<file path="config.mk">
export PLATFORM = sky130hd
export DESIGN_NAME = frame_reader
export DESIGN_NICKNAME = d
export VERILOG_FILES = /design/src/rtl/fb_pkg.sv /design/src/rtl/rd_skid_buf.sv /design/src/rtl/frame_reader.sv
export SDC_FILE = /design/constraint.sdc
export NUM_CORES = 1
export LEC_CHECK = 0
export BUFFER_PORTS_ARGS = -buffer_cell sky130_fd_sc_hd__buf_2
export CORE_MARGIN = 8
export CORE_UTILIZATION = 25
export DETAILED_ROUTE_END_ITERATION = 12
export SYNTH_ARGS = -nofsm -noshare
export SYNTH_HDL_FRONTEND = slang
export SYNTH_SLANG_ARGS = --single-unit
</file>
<file path="constraint.sdc">
create_clock -name clk -period 2.3 [get_ports clk]
set_input_delay 0 -clock clk [delete_from_list [all_inputs] [get_ports clk]]
set_output_delay 0 -clock clk [all_outputs]
set_load 0.01 [all_outputs]
</file>
<file path="src/rtl/fb_pkg.sv">
// Shared definitions for the frame buffer read path.
package fb_pkg;

  // Read controller FSM states.
  typedef enum logic [1:0] {
    IDLE  = 2'd0,
    READ  = 2'd1,
    DRAIN = 2'd2
  } fb_rd_state_t;

  // Skid buffer depth. It covers one buffered word plus one word in flight
  // from the memory's single-cycle read latency.
  localparam int FB_SKID_DEPTH = 2;

endpackage

</file>
<file path="src/rtl/rd_skid_buf.sv">
// Two-entry FIFO between the data_mem return path and the pixel stream.
// Each entry is {last, data}; the head entry drives the pixel outputs.
// The pointers are single toggling bits, which suits the fixed depth of 2.
module rd_skid_buf
  import fb_pkg::*;
#(
  parameter int WIDTH = 17,
  parameter int SCW   = $clog2(FB_SKID_DEPTH + 1)
) (
  input  logic             i_clk,
  input  logic             i_rst_n,
  input  logic             i_push,
  input  logic [WIDTH-1:0] i_push_data,
  input  logic             i_pop,
  output logic [WIDTH-1:0] o_head,
  output logic             o_valid,
  output logic [SCW-1:0]   o_count
);

  logic [WIDTH-1:0] r_mem [FB_SKID_DEPTH];
  logic             r_wr_ptr;
  logic             r_rd_ptr;
  logic [SCW-1:0]   r_count;

  logic w_empty;
  logic w_full;
  logic w_do_pop;
  logic w_do_push;

  assign w_empty   = (r_count == '0);
  assign w_full    = (r_count == SCW'(FB_SKID_DEPTH));
  // A pop frees a slot in the same cycle, so push is legal when full and popping.
  assign w_do_pop  = i_pop && !w_empty;
  assign w_do_push = i_push && (!w_full || w_do_pop);

  // Storage, pointers and occupancy; reset empties the buffer and zeroes the data.
  always_ff @(posedge i_clk or negedge i_rst_n) begin
    if (!i_rst_n) begin
      for (int i = 0; i < FB_SKID_DEPTH; i++) begin
        r_mem[i] <= '0;
      end
      r_wr_ptr <= 1'b0;
      r_rd_ptr <= 1'b0;
      r_count  <= '0;
    end else begin
      if (w_do_push) begin
        r_mem[r_wr_ptr] <= i_push_data;
        r_wr_ptr        <= ~r_wr_ptr;
      end
      if (w_do_pop) begin
        r_rd_ptr <= ~r_rd_ptr;
      end
      if (w_do_push && !w_do_pop) begin
        r_count <= r_count + SCW'(1);
      end else if (!w_do_push && w_do_pop) begin
        r_count <= r_count - SCW'(1);
      end
    end
  end

  assign o_head  = r_mem[r_rd_ptr];
  assign o_valid = !w_empty;
  assign o_count = r_count;

endmodule

</file>
<file path="src/rtl/frame_reader.sv">
// Read-side controller for data_mem: sweeps FRAME_PIXELS addresses from a
// latched base and streams the returned words over a valid/ready interface.
//
// Pixel handshake: a word transfers on a rising edge where pix_valid and
// pix_ready are both high; pix_valid never depends on pix_ready, and while
// pix_valid is high without pix_ready, pix_data and pix_last hold stable.
module frame_reader
  import fb_pkg::*;
#(
  parameter int DATA_WIDTH   = 16,
  parameter int ADDR_WIDTH   = 3,
  parameter int FRAME_PIXELS = 2 ** ADDR_WIDTH
) (
  input  logic                  clk,
  input  logic                  reset,
  input  logic                  start,
  input  logic [ADDR_WIDTH-1:0] base_addr,
  output logic                  busy,
  output logic                  done,
  output logic                  rd_en,
  output logic [ADDR_WIDTH-1:0] rd_addr,
  input  logic [DATA_WIDTH-1:0] rd_data,
  output logic [DATA_WIDTH-1:0] pix_data,
  output logic                  pix_valid,
  input  logic                  pix_ready,
  output logic                  pix_last,
  output logic [1:0]            dbg_state
);

  localparam int CW  = $clog2(FRAME_PIXELS + 1);
  localparam int SCW = $clog2(FB_SKID_DEPTH + 1);
  localparam logic [CW-1:0] LAST_IDX = CW'(FRAME_PIXELS - 1);

  fb_rd_state_t          r_state;
  logic [ADDR_WIDTH-1:0] r_base;
  logic [CW-1:0]         r_issue_cnt;
  logic [CW-1:0]         r_acc_cnt;
  logic                  r_inflight;
  logic                  r_inflight_last;
  logic                  r_done;

  logic [DATA_WIDTH:0]   w_head;
  logic                  w_valid;
  logic [SCW-1:0]        w_count;
  logic                  w_pop;
  logic [2:0]            w_outstanding;
  logic                  w_credit;
  logic                  w_rd_en;
  logic                  w_issue_last;
  logic                  w_acc_last;

  assign w_pop         = w_valid && pix_ready;
  // Words already buffered plus the word arriving next edge; a pop this
  // cycle returns one credit so full-rate streaming never stalls.
  assign w_outstanding = 3'(w_count) + 3'(r_inflight);
  assign w_credit      = (w_outstanding < (3'(FB_SKID_DEPTH) + 3'(w_pop)));
  assign w_rd_en       = (r_state == READ) && w_credit;
  assign w_issue_last  = (r_issue_cnt == LAST_IDX);
  assign w_acc_last    = (r_acc_cnt == LAST_IDX);

  // FSM, issue/accept counters, base latch and done pulse.
  always_ff @(posedge clk or negedge reset) begin
    if (!reset) begin
      r_state     <= IDLE;
      r_base      <= '0;
      r_issue_cnt <= '0;
      r_acc_cnt   <= '0;
      r_done      <= 1'b0;
    end else begin
      r_done <= 1'b0;
      if (w_pop) begin
        r_acc_cnt <= r_acc_cnt + CW'(1);
      end
      case (r_state)
        IDLE: begin
          if (start) begin
            r_base      <= base_addr;
            r_issue_cnt <= '0;
            r_acc_cnt   <= '0;
            r_state     <= READ;
          end
        end
        READ: begin
          if (w_rd_en) begin
            r_issue_cnt <= r_issue_cnt + CW'(1);
            if (w_issue_last) begin
              r_state <= DRAIN;
            end
          end
        end
        DRAIN: begin
          if (w_pop && w_acc_last) begin
            r_state <= IDLE;
            r_done  <= 1'b1;
          end
        end
        default: r_state <= IDLE;
      endcase
    end
  end

  // Track the read issued last cycle so its data is pushed when it returns,
  // tagged with whether it is the final word of the frame.
  always_ff @(posedge clk or negedge reset) begin
    if (!reset) begin
      r_inflight      <= 1'b0;
      r_inflight_last <= 1'b0;
    end else begin
      r_inflight      <= w_rd_en;
      r_inflight_last <= w_rd_en && w_issue_last;
    end
  end

  rd_skid_buf #(
    .WIDTH (DATA_WIDTH + 1),
    .SCW   (SCW)
  ) u_skid (
    .i_clk       (clk),
    .i_rst_n     (reset),
    .i_push      (r_inflight),
    .i_push_data ({r_inflight_last, rd_data}),
    .i_pop       (w_pop),
    .o_head      (w_head),
    .o_valid     (w_valid),
    .o_count     (w_count)
  );

  // Address wraps naturally in ADDR_WIDTH bits.
  assign rd_addr   = r_base + ADDR_WIDTH'(r_issue_cnt);
  assign rd_en     = w_rd_en;
  assign busy      = (r_state != IDLE);
  assign done      = r_done;
  assign pix_valid = w_valid;
  assign pix_data  = w_head[DATA_WIDTH-1:0];
  assign pix_last  = w_valid && w_head[DATA_WIDTH];
  assign dbg_state = r_state;

endmodule

</file>
After elaboration in Yosys (flattened, before gate mapping)
Index checks and enable logic that the tools add are counted.

Register bits after elaboration: 54. Input port bits: 23. Output and inout port bits: 26. Logic and storage cells: 80.

Add/sub/neg operators: 7. Magnitude comparators: 4. Equality and inequality tests: 9. Muxes and demuxes: 21. Bitwise logic cells: 4. Reductions and logical operators: 23.

Operators by type and width (count): 17-bit two-way mux (4); 34-bit bitwise mux (1); 4-bit two-way mux (5); 17-bit demux with 1-bit select (1); 2-bit two-way mux (6); 1-bit logical AND (10); 4-bit by 1-bit adder with 4-bit output (second input constant) (2); 4-bit by 3-bit == test with 1-bit output (second input constant) (2); 2-bit != test (second input constant) (4); 4-bit one-hot mux with 2 select lines (1); 2-bit one-hot mux with 3 select lines (1); 2-bit nonzero test (3); 2-bit == test (second input constant) (2); 2-bit >= comparator (second input constant) (2); 1-bit logical NOT (4); 2-bit logical NOT (2); 1-bit inverter with 2-bit output (2); 4-bit AND reduction (1); 2-bit by 1-bit adder with 3-bit output (1); 2-bit by 1-bit adder with 3-bit output (first input constant) (1); 3-bit adder (1); 3-bit less-than comparator (1); 3-bit AND reduction (1); 2-bit by 1-bit adder with 2-bit output (second input constant) (1); other kinds (7) (9).

Depth between registers and ports, before layout
Depth in word-level cells: 10. Mapped depth: 7. Depth with buffers taken out: 7.

Cells and area by module
From an unflattened synthesis, not the netlist that was laid out.

Cell total of the unflattened synthesis: 180. Area total of the unflattened synthesis: 2580.0 um^2.

Modules (own cells, without submodules): rd_skid_buf (instances 1, cells each 107, area an instance 1730.4 um^2, sequential area each 950.9 um^2); frame_reader (instances 1, cells each 73, area an instance 849.6 um^2, sequential area each 400.4 um^2).

Worst setup path before layout
Ideal clock, no wire load.

Path type: register to register. Start point: register u_skid.r_count[0], in the netlist u_skid.o_count[0]. End point: register r_issue_cnt[0]. Library setup time: 125 ps. Arrival time: 1490 ps. Data required time: 2175 ps. Slack: 685 ps. Cell stages (with the launch flop): 6. Path buffers: 0. Period minus slack after synthesis: 1615 ps. Cells stage by stage: dfrtp_1 > ha_1 > ha_1 > o21ai_4 > and2_1 > mux2_2.

Cells in the longest elaborated chain, start to end: 8. Elaborated cells on any way between the ends: 9. Classes of those cells: add/sub (2); order compare (1); eq/ne (1); reduce/logical (5).

RTL lines: start: declaration (line rd_skid_buf.sv:23) `logic [SCW-1:0] r_count;`; start signal: assignment (line rd_skid_buf.sv:54) `r_count <= r_count + SCW'(1);`; start signal: assignment (line rd_skid_buf.sv:56) `r_count <= r_count - SCW'(1);`; 2-bit logical NOT (line rd_skid_buf.sv:30) `assign w_empty = (r_count == '0);`; 1-bit logical NOT (line rd_skid_buf.sv:62) `assign o_valid = !w_empty;`; 1-bit logical AND (line frame_reader.sv:52) `assign w_pop = w_valid && pix_ready;`; 2-bit by 1-bit adder with 3-bit output (line frame_reader.sv:56) `assign w_credit = (w_outstanding < (3'(FB_SKID_DEPTH) + 3'(w_pop)));`; 3-bit less-than comparator * (line frame_reader.sv:56); 1-bit logical AND * (line frame_reader.sv:57) `assign w_rd_en = (r_state == READ) && w_credit;`; net rd_en (line frame_reader.sv:20) `output logic rd_en,`; 2-bit != test (no source line) *; 3-bit AND reduction (no source line) *; end signal: assignment (line frame_reader.sv:85) `r_issue_cnt <= r_issue_cnt + CW'(1);`; end: declaration (line frame_reader.sv:36) `logic [CW-1:0] r_issue_cnt;`.

Mark *: on every way through the listed nets, which the timed path passes. The rest lies on a longest branch. A chain may end at the register's enable or synchronous reset.

Final worst setup path
Start point: register u_skid.r_count[0], in the netlist u_skid.o_count[0]. End point: output rd_en.

Cells in the longest elaborated chain, start to end: 6. Elaborated cells on any way between the ends: 7. Classes of those cells: add/sub (2); order compare (1); reduce/logical (4).

RTL lines (line): 2-bit logical NOT (rd_skid_buf.sv:30); 1-bit logical NOT (rd_skid_buf.sv:62); 1-bit logical AND (frame_reader.sv:52); 2-bit by 1-bit adder with 3-bit output (frame_reader.sv:56); 3-bit less-than comparator * (frame_reader.sv:56); 1-bit logical AND * (frame_reader.sv:57); end: declaration (frame_reader.sv:20).

Mark *: on every way between the ends. The rest lies on a longest branch, timed or not.

==> reports/summary.txt <==
Kind of critical path: flop to primary output
CP Data Arrival Time: 1.83 ns
GPL Wtd Cong: 0.720
Worst min-delay path class: primary input to flop
Post-DRT Antenna Nets: 0
Total GRT Usage: 0.0789
Routed WL: 5320 um
Fill cells: 1038
Final setup violation count: 0
Mapped Cells: 178
Router iterations before antenna repair: 2
Clock buffer depth: 2
Distinct cells, synth: 39
Startpoint Class: flop
IO Pins: 49
WP data required: 2.30 ns
Antenna Cells: 0
CTS H-tree depth: 2
Initial Utilization: 0.253
DP HPWL: 3660 um
Port Buf Inserts: 48
Yosys warning count: 0
Slew Viols, Final: 0
Number of global-route vias before repair: 1778
CTS hold repair buffers: 20
Syn Area/Cell: 14.4 sq um
Post-CTS sizing: 0
Rel. slew slack: 0.526
Status: finished, final reports clean
Die height: 117 um
Worst skew pair latency: 0.31 ns
Die Wd: 117 um
Postcts setup bufs: 0
Period minus WS final: 1.83 ns
Global-route wire length before repair: 9030 um
Seq/Total Area, Yosys: 0.526
Largest net degree at the start of global routing: 55
Number of synthesized register bits: 54
Dominant cell by count in the synthesized netlist: dfrtp_1
Max Fclk: 0.547 GHz
DR DRC count: 0
Leak: 1.50 nW
Global route overflow: 0
Sink Count: 54
Clock Skew: 0.0115 ns
CTS tree: built
Total CTS buffers: 5
Layout area overhead: 26.5%
Worst slew pin tran: 0.711 ns
Share of layout cells above drive strength 1: 0.488
Clock root buffer master: clkbuf_8
RSZ-0062 raised after global routing: false
DR iter-0 viols: 38
Crit. End Element: primary output
Setup TNS: 0 ns
Top-area cell type share of the netlist area: 0.526
Initial antenna violation count: 0
Post-synth net total: 208
CP Max Fanout: 6
Clk slew on worst S/H paths: 0.10 ns
Power Density: 1460 nW/um^2
Period utilization: 0.795
Most frequent cells after synthesis: dfrtp_1, mux2_2, mux2_4, nor2_1, xnor2_1
Die ar.: 13800 sq um
Core ar.: 10100 sq um
DR WL/cell: 13.7 um
Post-synthesis cell area: 2570 sq um
DR vias: 1602
Max VDD drop: 0.000598 V
Synth async-reset ratio: 1.00
PnR Total Power: 4.73 mW
Synth area leader: dfrtp_1
EDFF count, synth: 0
Fin nets: 281
Num rows: 37
Final hold violation count: 0
Synth Flop Type: dfrtp_1
Final Core Density: 0.321
Maximum Capacitance Violations: 0
Synth top area cells: dfrtp_1, mux2_2, mux2_4
Via density: 4.13
[registers in the layout, indices dropped and copies added (netlist names)]
signal	flops
u_skid.r_rd_ptr	1
r_base	3
r_inflight_last	1
u_skid.r_mem	34
dbg_state	2
u_skid.o_count	2
r_acc_cnt	4
done	1
r_inflight	1
r_issue_cnt	4
u_skid.r_wr_ptr	1
[final cells by class]
type,instances,area (sq um),area share
Tap cell,136,170,0.0523
Timing Repair Buffer,70,455,0.140
Clock inverter,2,12.5,0.00385
Sequential cell,54,1350,0.416
Inverter,5,18.8,0.00577
Multi-Input combinational cell,115,1160,0.357
Clock buffer,6,82.6,0.0254
[path summary, 6_finish.rpt]
path / start / to / slack [ns] / depth (start not counted)
setup / recovery: u_skid.o_count[0]$_DFFE_PN0P_ / rd_en / 0.47 / 5
hold reg to reg: r_inflight_last$_DFF_PN0_ / u_skid.r_mem[16]$_DFFE_PN0P_ / 0.51 / 1
setup reg to reg: u_skid.o_count[0]$_DFFE_PN0P_ / u_skid.r_mem[3]$_DFFE_PN0P_ / 0.58 / 4
max in group asynchronous: reset / u_skid.r_mem[7]$_DFFE_PN0P_ / 1.48 / 3
min in group asynchronous: reset / r_base[2]$_DFFE_PN0P_ / 0.35 / 3
hold / removal: start / r_issue_cnt[1]$_DFFE_PN0P_ / 0.06 / 4
[cell families after synthesis]
group / synth area share
multiplexers: 0.270
flip-flops: 0.526
AND/OR/NAND/NOR: 0.0638
AO/OA/AOI/OAI: 0.0467
XOR/XNOR: 0.0341
buffers and inverters: 0.0229
adder cells (fa/ha/maj): 0.0370
[critical path: stages (launching register included)]
cell and delay (ns):
dfrtp_1 0.49, ha_1 0.23, ha_1 0.21, nor2_1 0.21, and2_1 0.23, buf_2 0.16
[through the flow]
step	worst slack, ns	instance area (sq um)	instances	hold slack, ns
after CTS	0.457	3250	388	0.0531
after global routing	0.313	3250	388	0.0672
after detailed placement	0.549	2960	360	0.181
after global placement	0.596	2960	360	0.177
after floorplan	0.685	2570	178	-0.296
final	0.472	3250	388	0.0641
[layer usage]
layer | vias to the layer above | global-route usage | wire length [um]
li1 | 769 | - | -
met1 | 795 | 0.101 | 2560
met2 | 34 | 0.124 | 2460
met3 | 4 | 0.0264 | 273
met4 | 0 | 0.0219 | 31
met5 | - | 0 | 0
[layout by cell type, fill, tap and decap left out, types with 2 or more instances in the layout]
cell type | synthesis | final
dfrtp_1 | 54 | 54
buf_2 | 1 | 48
mux2_2 | 34 | 34
mux2_4 | 20 | 20
dlygate4sd3_1 | 0 | 20
nor2_1 | 10 | 10
xnor2_1 | 7 | 7
ha_1 | 6 | 6
clkbuf_8 | 0 | 6
inv_2 | 3 | 3
nand2_1 | 3 | 3
xor2_1 | 3 | 3
inv_1 | 2 | 2
nand2b_1 | 2 | 2
nand4_1 | 2 | 2
a21oi_1 | 2 | 2
nor2b_1 | 2 | 2
a21o_1 | 2 | 2
o21ai_0 | 2 | 2
nand3_1 | 2 | 2
buf_4 | 0 | 2
[where the power goes]
part | leakage, nW | switching (mW) | internal (mW) | total (mW)
logic | 0.799 | 1.06 | 1.36 | 2.42
registers | 0.650 | 0.333 | 1.41 | 1.74
clock network | 0.0472 | 0.324 | 0.243 | 0.568
(Power assumes the default switching activity.)
